--- config.mk ---
export PLATFORM = sky130hd
export DESIGN_NAME = bin_to_7seg_mux_flat
export DESIGN_NICKNAME = d
export VERILOG_FILES = /design/src/rtl/seg7_pkg.sv /design/src/rtl/bin_to_7seg_mux_if.sv /design/src/rtl/bin_to_bcd_seq.sv /design/src/rtl/bin_to_7seg_mux.sv /design/src/flat_wrapper.sv
export SDC_FILE = /design/constraint.sdc
export NUM_CORES = 1
export LEC_CHECK = 0
export BUFFER_PORTS_ARGS = -buffer_cell sky130_fd_sc_hd__buf_2
export CAP_MARGIN = 40
export CORE_ASPECT_RATIO = 0.75
export CORE_MARGIN = 3
export CORE_UTILIZATION = 50
export DETAILED_ROUTE_END_ITERATION = 10
export MAX_ROUTING_LAYER = met4
export PLACE_DENSITY = 0.66
export RECOVER_POWER = 100
export SLEW_MARGIN = 20
export SYNTH_ARGS = -nofsm -noshare
export SYNTH_HDL_FRONTEND = slang
export SYNTH_SLANG_ARGS = --single-unit
--- constraint.sdc ---
create_clock -name clk -period 2.4 [get_ports clk]
set_input_delay 0.72 -clock clk [delete_from_list [all_inputs] [get_ports clk]]
set_output_delay 0.72 -clock clk [all_outputs]
set_load 0.03 [all_outputs]
--- src/rtl/seg7_pkg.sv ---
// Shared definitions for the multiplexed binary-to-7-segment display:
// active-low segment patterns, FSM state type and the nibble decoder.
package seg7_pkg;

    // Segment order is {G,F,E,D,C,B,A}; a 0 lights the segment.
    localparam logic [6:0] SEG_0     = 7'b1000000;
    localparam logic [6:0] SEG_1     = 7'b1111001;
    localparam logic [6:0] SEG_2     = 7'b0100100;
    localparam logic [6:0] SEG_3     = 7'b0110000;
    localparam logic [6:0] SEG_4     = 7'b0011001;
    localparam logic [6:0] SEG_5     = 7'b0010010;
    localparam logic [6:0] SEG_6     = 7'b0000010;
    localparam logic [6:0] SEG_7     = 7'b1111000;
    localparam logic [6:0] SEG_8     = 7'b0000000;
    localparam logic [6:0] SEG_9     = 7'b0010000;
    localparam logic [6:0] SEG_BLANK = 7'b1111111;
    localparam logic [6:0] SEG_DASH  = 7'b0111111;

    typedef enum logic [1:0] {
        IDLE,
        SHIFT,
        DONE
    } state_t;

    function automatic logic [6:0] nibble_to_seg(logic [3:0] nib);
        logic [6:0] seg;
        case (nib)
            4'd0:    seg = SEG_0;
            4'd1:    seg = SEG_1;
            4'd2:    seg = SEG_2;
            4'd3:    seg = SEG_3;
            4'd4:    seg = SEG_4;
            4'd5:    seg = SEG_5;
            4'd6:    seg = SEG_6;
            4'd7:    seg = SEG_7;
            4'd8:    seg = SEG_8;
            4'd9:    seg = SEG_9;
            default: seg = SEG_BLANK;
        endcase
        return seg;
    endfunction

    function automatic longint unsigned pow10(int n);
        longint unsigned r;
        r = 64'd1;
        for (int i = 0; i < n; i++) begin
            r = r * 64'd10;
        end
        return r;
    endfunction

endpackage

--- src/rtl/bin_to_7seg_mux_if.sv ---
// Valid/ready input channel carrying the binary value to be displayed.
interface bin_to_7seg_mux_if #(
    parameter int WIDTH = 8
);
    logic [WIDTH-1:0] bin_in;
    logic             bin_valid;
    logic             bin_ready;

    modport master (output bin_in, output bin_valid, input bin_ready);
    modport slave  (input bin_in, input bin_valid, output bin_ready);
endinterface

--- src/rtl/bin_to_bcd_seq.sv ---
// Sequential double-dabble converter: accepts one value per handshake,
// produces NDIGITS BCD digits after WIDTH shift cycles plus one DONE cycle.
module bin_to_bcd_seq
    import seg7_pkg::*;
#(
    parameter int WIDTH   = 8,
    parameter int NDIGITS = 3
) (
    input  logic                 clk,
    input  logic                 rst,
    bin_to_7seg_mux_if.slave     bus,
    output logic [4*NDIGITS-1:0] bcd_out,
    output logic                 conv_done,
    output logic                 load,
    output logic [4*NDIGITS-1:0] result,
    output logic                 result_ovf
);
    localparam int BW = 4 * NDIGITS;
    localparam int CW = $clog2(WIDTH + 1);
    localparam longint unsigned MAX_VAL = pow10(NDIGITS) - 64'd1;

    state_t            state_reg;
    logic [WIDTH-1:0]  bin_reg;
    logic [BW-1:0]     bcd_reg;
    logic [CW-1:0]     cnt_reg;
    logic              ovf_reg;

    logic [BW-1:0]       bcd_adj;
    logic [BW+WIDTH-1:0] shift_next;

    genvar gi;
    generate
        for (gi = 0; gi < NDIGITS; gi++) begin : g_adj
            assign bcd_adj[gi*4 +: 4] = (bcd_reg[gi*4 +: 4] >= 4'd5) ?
                                        bcd_reg[gi*4 +: 4] + 4'd3 :
                                        bcd_reg[gi*4 +: 4];
        end
    endgenerate

    // Bits leaving the top of the BCD field are dropped; overflow flags that case.
    assign shift_next    = {bcd_adj, bin_reg} << 1;
    assign bus.bin_ready = (state_reg == IDLE);
    assign load          = (state_reg == DONE);
    assign result        = bcd_reg;
    assign result_ovf    = ovf_reg;

    always_ff @(posedge clk) begin
        if (rst) begin
            state_reg <= IDLE;
            bin_reg   <= '0;
            bcd_reg   <= '0;
            cnt_reg   <= '0;
            ovf_reg   <= 1'b0;
            bcd_out   <= '0;
            conv_done <= 1'b0;
        end else begin
            conv_done <= 1'b0;
            case (state_reg)
                IDLE: begin
                    if (bus.bin_valid) begin
                        bin_reg   <= bus.bin_in;
                        bcd_reg   <= '0;
                        cnt_reg   <= '0;
                        ovf_reg   <= (64'(bus.bin_in) > MAX_VAL);
                        state_reg <= SHIFT;
                    end
                end
                SHIFT: begin
                    {bcd_reg, bin_reg} <= shift_next;
                    cnt_reg            <= cnt_reg + 1'b1;
                    if (cnt_reg == CW'(WIDTH - 1)) begin
                        state_reg <= DONE;
                    end
                end
                DONE: begin
                    bcd_out   <= bcd_reg;
                    conv_done <= 1'b1;
                    state_reg <= IDLE;
                end
                default: state_reg <= IDLE;
            endcase
        end
    end

endmodule

--- src/rtl/bin_to_7seg_mux.sv ---
// Binary value to time-multiplexed NDIGITS 7-segment display with
// leading-zero blanking and overflow dashes.
module bin_to_7seg_mux
    import seg7_pkg::*;
#(
    parameter int WIDTH    = 8,
    parameter int NDIGITS  = 3,
    parameter int SCAN_DIV = 50000,
    parameter int LZB      = 1
) (
    input  logic                 clk,
    input  logic                 rst,
    bin_to_7seg_mux_if.slave     bus,
    output logic [4*NDIGITS-1:0] bcd_out,
    output logic                 conv_done,
    output logic [6:0]           seg_out,
    output logic [NDIGITS-1:0]   an_out
);
    localparam int BW = 4 * NDIGITS;
    localparam int PW = (SCAN_DIV > 1) ? $clog2(SCAN_DIV) : 1;
    localparam int IW = (NDIGITS > 1) ? $clog2(NDIGITS) : 1;

    logic          load;
    logic [BW-1:0] result;
    logic          result_ovf;

    bin_to_bcd_seq #(
        .WIDTH   (WIDTH),
        .NDIGITS (NDIGITS)
    ) u_conv (
        .clk        (clk),
        .rst        (rst),
        .bus        (bus),
        .bcd_out    (bcd_out),
        .conv_done  (conv_done),
        .load       (load),
        .result     (result),
        .result_ovf (result_ovf)
    );

    logic [BW-1:0] disp_bcd_reg;
    logic          disp_ovf_reg;
    logic          disp_valid_reg;
    logic [PW-1:0] pre_reg;
    logic [IW-1:0] idx_reg;

    logic [NDIGITS-1:0] nz_above;
    logic [6:0]         digit_seg [NDIGITS];

    genvar gi;
    generate
        for (gi = 0; gi < NDIGITS; gi++) begin : g_digit
            // Nonzero anywhere from this digit upward keeps it lit.
            assign nz_above[gi] = |disp_bcd_reg[BW-1:gi*4];
            assign digit_seg[gi] =
                !disp_valid_reg                             ? SEG_BLANK :
                disp_ovf_reg                                ? SEG_DASH  :
                ((LZB != 0) && (gi > 0) && !nz_above[gi])   ? SEG_BLANK :
                nibble_to_seg(disp_bcd_reg[gi*4 +: 4]);
        end
    endgenerate

    always_ff @(posedge clk) begin
        if (rst) begin
            pre_reg        <= '0;
            idx_reg        <= '0;
            disp_bcd_reg   <= '0;
            disp_ovf_reg   <= 1'b0;
            disp_valid_reg <= 1'b0;
            seg_out        <= SEG_BLANK;
            an_out         <= '1;
        end else begin
            if (pre_reg == PW'(SCAN_DIV - 1)) begin
                pre_reg <= '0;
                idx_reg <= (idx_reg == IW'(NDIGITS - 1)) ? '0 : idx_reg + 1'b1;
            end else begin
                pre_reg <= pre_reg + 1'b1;
            end

            if (load) begin
                disp_bcd_reg   <= result;
                disp_ovf_reg   <= result_ovf;
                disp_valid_reg <= 1'b1;
            end

            seg_out <= digit_seg[idx_reg];
            an_out  <= ~(NDIGITS'(1) << idx_reg);
        end
    end

endmodule

--- src/flat_wrapper.sv ---
// flat-port wrapper written by rule: the top's interface ports become plain ports
module bin_to_7seg_mux_flat import seg7_pkg::*;
#(
    parameter int WIDTH    = 8,
    parameter int NDIGITS  = 3,
    parameter int SCAN_DIV = 50000,
    parameter int LZB      = 1
)
  (clk, rst, bcd_out, conv_done, seg_out, an_out, bus_bin_in, bus_bin_valid, bus_bin_ready);
  bin_to_7seg_mux_if #(.WIDTH(WIDTH)) bus_i ();
  input  logic clk;
  input  logic rst;
  output logic [4*NDIGITS-1:0] bcd_out;
  output logic conv_done;
  output logic [6:0] seg_out;
  output logic [NDIGITS-1:0] an_out;
  input wire logic [$bits(bus_i.bin_in)-1:0] bus_bin_in;
  input wire logic [$bits(bus_i.bin_valid)-1:0] bus_bin_valid;
  output wire logic [$bits(bus_i.bin_ready)-1:0] bus_bin_ready;
  assign bus_i.bin_in = bus_bin_in;
  assign bus_i.bin_valid = bus_bin_valid;
  assign bus_bin_ready = bus_i.bin_ready;
  bin_to_7seg_mux #(.WIDTH(WIDTH), .NDIGITS(NDIGITS), .SCAN_DIV(SCAN_DIV), .LZB(LZB)) u_core (.clk(clk), .rst(rst), .bus(bus_i), .bcd_out(bcd_out), .conv_done(conv_done), .seg_out(seg_out), .an_out(an_out));
endmodule
-- Word level (Yosys, flattened, before mapping)
Memory sizes are Yosys's and may differ from the RTL's. A register that Yosys moved wholly into a read port is not among the register bits.
Cells that the tools add are included.
- $add $sub $neg: 6
- $lt $le $gt $ge: 4
- equal/unequal tests: 7
- shift operators: 1
- muxes and demuxes: 28
- bitwise gates (word level): 2
- reduce and logical (&&, ||, !) cells: 7
- operators by type and width (operator ; number):
    two-way mux 7 bit ; 7
    two-way mux 4 bit ; 9
    case mux 12 bit (2 select lines) ; 1
    adder 16 x 1 -> 16 bit (second input constant) ; 1
    == test 16 bit (second input constant) ; 1
    case mux 8 bit (2 select lines) ; 1
    binary-select mux 7 bit (select 2 bit) ; 1
    >= comparator 4 x 3 -> 1 bit (second input constant) ; 3
    two-way mux 12 bit ; 1
    adder 4 x 2 -> 4 bit (second input constant) ; 2
    two-way mux 8 bit ; 1
    case mux 4 bit (2 select lines) ; 1
    OR reduction 8 bit ; 1
    two-way mux 2 bit ; 3
    adder 4 x 1 -> 4 bit (second input constant) ; 1
    == test 2 bit (second input constant) ; 2
    == test 4 x 3 -> 1 bit (second input constant) ; 1
    inequality test 2 bit (second input constant) ; 2
    case mux 2 bit (2 select lines) ; 1
    AND reduction 2 bit ; 2
    OR reduction 4 bit ; 1
    adder 3 x 2 -> 3 bit (second input constant) ; 1
    >= comparator 3 bit (second input constant) ; 1
    two-way mux 3 bit ; 1
    other kinds (9) ; 9
- bits in registers: 68
- ROM bits: 336
- input port bits: 11
- output and inout bits: 24
- logic and storage cells: 69
- memories kept: 3
- memories (name ; depth ; width ; read ports ; clocked after memory_dff ; wr ports ; RTL line ; RTL):
    (no name shown) ; 16 ; 7 ; 1 ; 1 ; 0 ; seg7_pkg.sv:27 ; case (nib)
    (no name shown) ; 16 ; 7 ; 1 ; 1 ; 0 ; seg7_pkg.sv:27 ;
    (no name shown) ; 16 ; 7 ; 1 ; 1 ; 0 ; seg7_pkg.sv:27 ;

-- Depth between registers and ports, before layout
- word-level depth: 6
- depth in mapped cells: 9
- mapped depth without buffers: 7

-- Hierarchy
From an unflattened synthesis, not the netlist that was laid out.
- cell total of the unflattened synthesis: 517
- area, all modules: 4519.3 sq um
- modules (own cells, without submodules) (module ; times used ; cells each ; area an instance (sq um) ; sequential area each (sq um)):
    bin_to_7seg_mux ; 1 ; 302 ; 2750.1 ; 1261.2
    bin_to_bcd_seq ; 1 ; 215 ; 1769.2 ; 780.7

-- Worst setup path before layout
No wires, ideal clock.
- path kind: input port to flip-flop
- start point: input port rst
- end point: register with a tool-made name
- setup time: 0.121 ns
- arrival: 1.919 ns
- required time: 2.279 ns
- path slack: 0.360 ns
- stages: 6
- path buffers: 1
- cells stage by stage: buf_2 -> nor4bb_1 -> a31o_4 -> ha_1 -> mux2i_1 -> mux2_4
- RTL lines (item ; RTL line ; RTL):
    start: declaration ; flat_wrapper.sv:12 ; input logic rst;

==> impl_metrics.ini <==
[yosys]
async_reset_ff_share_pct = 0
synth_nets = 480
postSynthAreaPerCell_um2 = 9.47
syn_inst = 446
synthDominantAreaCellType = sky130_fd_sc_hd__dfxtp_1
share_of_the_synthesized_area_in_the_top_cell_type_pct = 42.2
library_cell_with_the_highest_instance_count_after_synthesis = sky130_fd_sc_hd__dfxtp_1
yosys_register_bits = 89
synth-main-ff-cell = sky130_fd_sc_hd__dfxtp_1
post_synth_instance_area_um2 = 4220
ys_seq_area_share_pct = 42.2
ys_top_cells_by_count = sky130_fd_sc_hd__dfxtp_1, sky130_fd_sc_hd__nor2_1, sky130_fd_sc_hd__a21oi_1
synth.lib_cells_used.distinct = 51
synth-edff-count = 0
ys_top_cells_by_area = sky130_fd_sc_hd__dfxtp_1, sky130_fd_sc_hd__ha_1, sky130_fd_sc_hd__mux2i_1, sky130_fd_sc_hd__nor2_1, sky130_fd_sc_hd__a21oi_1
ys.warnings.count = 0

[clock_tree]
numCtsBuffers = 9
sinks_on_the_clock_net = 89
clock_tree.root_cell = sky130_fd_sc_hd__clkbuf_16
cts-resized-gates = 0
postCtsHoldBufs = 0
clk_path_buf_depth = 2
tritoncts = yes
htree_levels = 3
clkSlewWorstSetupHoldPaths_ns = 0.06
cts_post_setup_buffers_inserted = 0
worst_skew_pair.late_latency_ns = 0.33

[die]
die-area_um2 = 9600
core.rowCount = 28
coreArea_um2 = 8060
start_util_pct = 52.4
die_w_um = 112
boundaryPins = 35
die-height_um = 85.6

[timing]
fin_crit_sh_pct = 87.9
setup_viol_count_final = 0
hold_viol_final = 0
fmax_ghz = 0.474
setup_repair_after_global_routing_missed_its_margin = no
final.setup_skew_ns = 0.00396
setup_total_neg_slack_ns = 0
pin_slew_with_the_least_headroom_to_its_limit_ns = 0.666
final_count_of_pins_violating_max_slew = 0
fin_crit_ns = 2.11
relSlewSlack_pct = 55.6

[critical_path]
cp-end-kind = flop
worst_ep_required_time_ns = 2.60
library_cell_contributing_the_largest_single_delay_on_the_critical_path = sky130_fd_sc_hd__dfxtp_1
worst_setup_path_start_kind = flop
timing.critical_path.fanout_max = 17
timing_worst_setup_path_type = flop to flop
critPathArrivalTime_ns = 2.32
launch_point_of_the_worst_path = u_core.u_conv.state_reg[0]
path_depth = 5
cell_class_contributing_the_biggest_share_of_worst_path_delay = simple AND/OR/NAND/NOR gates
reg2reg_from = u_core.u_conv.state_reg[0]
timing.critical_path.slowest_cell_delay_ns = 0.59
critPathBufInv = 1
r2r_slack_ns = 0.29
r2r_cells = 5
path_cells = nand2b_4, mux2i_1, or2_0, clkbuf_1, a21oi_1

[grt]
number_of_global_route_vias_before_repair = 3057
grt_max_degree = 24
grt_antenna_before_repair = 0
grt_use_total_pct = 19.2
wire_length_of_the_first_global_routing_pass_um = 14600
gr-total-overflow = 0

[layout]
antennaDiodeCount = 0
syn2layout_area_growth_pct = 12.4
num-nets-final = 518
fillerInstances = 729
drive_above_1_share_pct = 11.7

[routing]
drcViolationCount = 0
wl_um = 8570
drt_pre_antenna_iters = 4
via_count = 3206
ant_nets = 0
initialDrtViolationCount = 202
detail_routed_via_count_per_cell = 5.40
wl_per_cell_um = 14.4

[placement]
port_buffers = 34
detailedPlacementHpwl_um = 6140
gp_congestion = 0.871

[job]
drv_cap = 0

[power]
max-vdd-ir-drop_uv = 460
powerDensity_nw_per_um2 = 682
power_leakage_nw = 1.96
report.power.total_mw = 3.24

[run_status]
outcome = finished clean

[min_path]
min-delay-path-class = flop to flop
-- area by class of cell --
class,instances,area [um^2],area share [%]
Clock buffer,11,243,5.11
Clock inverter,5,103,2.16
Inverter,28,105,2.21
Multi-Input combinational cell,307,2140,45.1
Sequential cell,89,1780,37.5
Tap cell,105,131,2.77
Timing Repair Buffer,49,243,5.11
-- worst min path at each step --
stage	from	cells past startpoint	slack (ns)	end
after floorplan	u_core.pre_reg[0]	1	0.42	u_core.pre_reg[0]
after global placement	u_core.pre_reg[0]	1	0.43	u_core.pre_reg[0]
after detailed placement	u_core.pre_reg[0]	1	0.45	u_core.pre_reg[0]
after CTS	u_core.pre_reg[0]	1	0.46	u_core.pre_reg[0]
after global routing	u_core.pre_reg[0]	1	0.50	u_core.pre_reg[0]
final	u_core.pre_reg[0]	1	0.46	u_core.pre_reg[0]
-- stage by stage --
stage                     setup slack [ns]  instance area (um^2)  hold WS (ns)  util, %  cells
final                                0.289                  4750         0.460     58.9    594
after global routing                 0.123                  4750         0.499     58.9    594
after CTS                            0.356                  4850         0.461     60.2    594
after detailed placement            0.0340                  4510         0.448     55.9    578
after global placement              0.0965                  4510         0.432     55.9    578
after floorplan                      0.360                  4220         0.418        -    446
-- per-layer routing --
layer	track usage (%)	share of wire, %	vias to the layer above	wire, um
met5	-	0	-	0
met4	6.33	1.1	0	93
met3	4.44	4.3	8	366
met2	30.3	46	55	3940
met1	24.5	49	1510	4170
li1	-	-	1633	-
-- where the power goes --
part           switching, mW  leakage, nW  internal [mW]
clock network          0.551        0.166           1.04
logic                 0.0814         1.08         0.0431
registers             0.0186        0.720           1.50
-- cells by family (layout without fill, tap and decap cells) --
group,count (synthesis),after routing,share of synthesized area [%]
multiplexers,27,27,6.79
AO/OA/AOI/OAI,88,88,14.5
buffers and inverters,50,93,5.87
adder cells (fa/ha/maj),23,23,6.81
flip-flops,89,89,42.2
AND/OR/NAND/NOR,150,150,19.9
XOR/XNOR,19,19,3.94
-- cell usage in the layout (no fill, tap or decap), types with 4 or more instances in the layout --
| cell type | instances |
|---|---|
| sky130_fd_sc_hd__a21oi_1 | 33 |
| sky130_fd_sc_hd__a22o_1 | 6 |
| sky130_fd_sc_hd__buf_2 | 10 |
| sky130_fd_sc_hd__buf_4 | 8 |
| sky130_fd_sc_hd__clkbuf_1 | 31 |
| sky130_fd_sc_hd__clkbuf_16 | 9 |
| sky130_fd_sc_hd__dfxtp_1 | 89 |
| sky130_fd_sc_hd__ha_1 | 23 |
| sky130_fd_sc_hd__inv_1 | 22 |
| sky130_fd_sc_hd__inv_2 | 6 |
| sky130_fd_sc_hd__mux2i_1 | 23 |
| sky130_fd_sc_hd__nand2_1 | 18 |
| sky130_fd_sc_hd__nand2b_1 | 9 |
| sky130_fd_sc_hd__nand3_1 | 9 |
| sky130_fd_sc_hd__nand4_1 | 5 |
| sky130_fd_sc_hd__nor2_1 | 55 |
| sky130_fd_sc_hd__nor3_1 | 14 |
| sky130_fd_sc_hd__nor4_1 | 7 |
| sky130_fd_sc_hd__nor4bb_1 | 7 |
| sky130_fd_sc_hd__o211ai_1 | 4 |
| sky130_fd_sc_hd__o21ai_0 | 21 |
| sky130_fd_sc_hd__xnor2_1 | 15 |
| sky130_fd_sc_hd__xor2_1 | 4 |
Note: power is estimated with default switching activity, not from simulation.
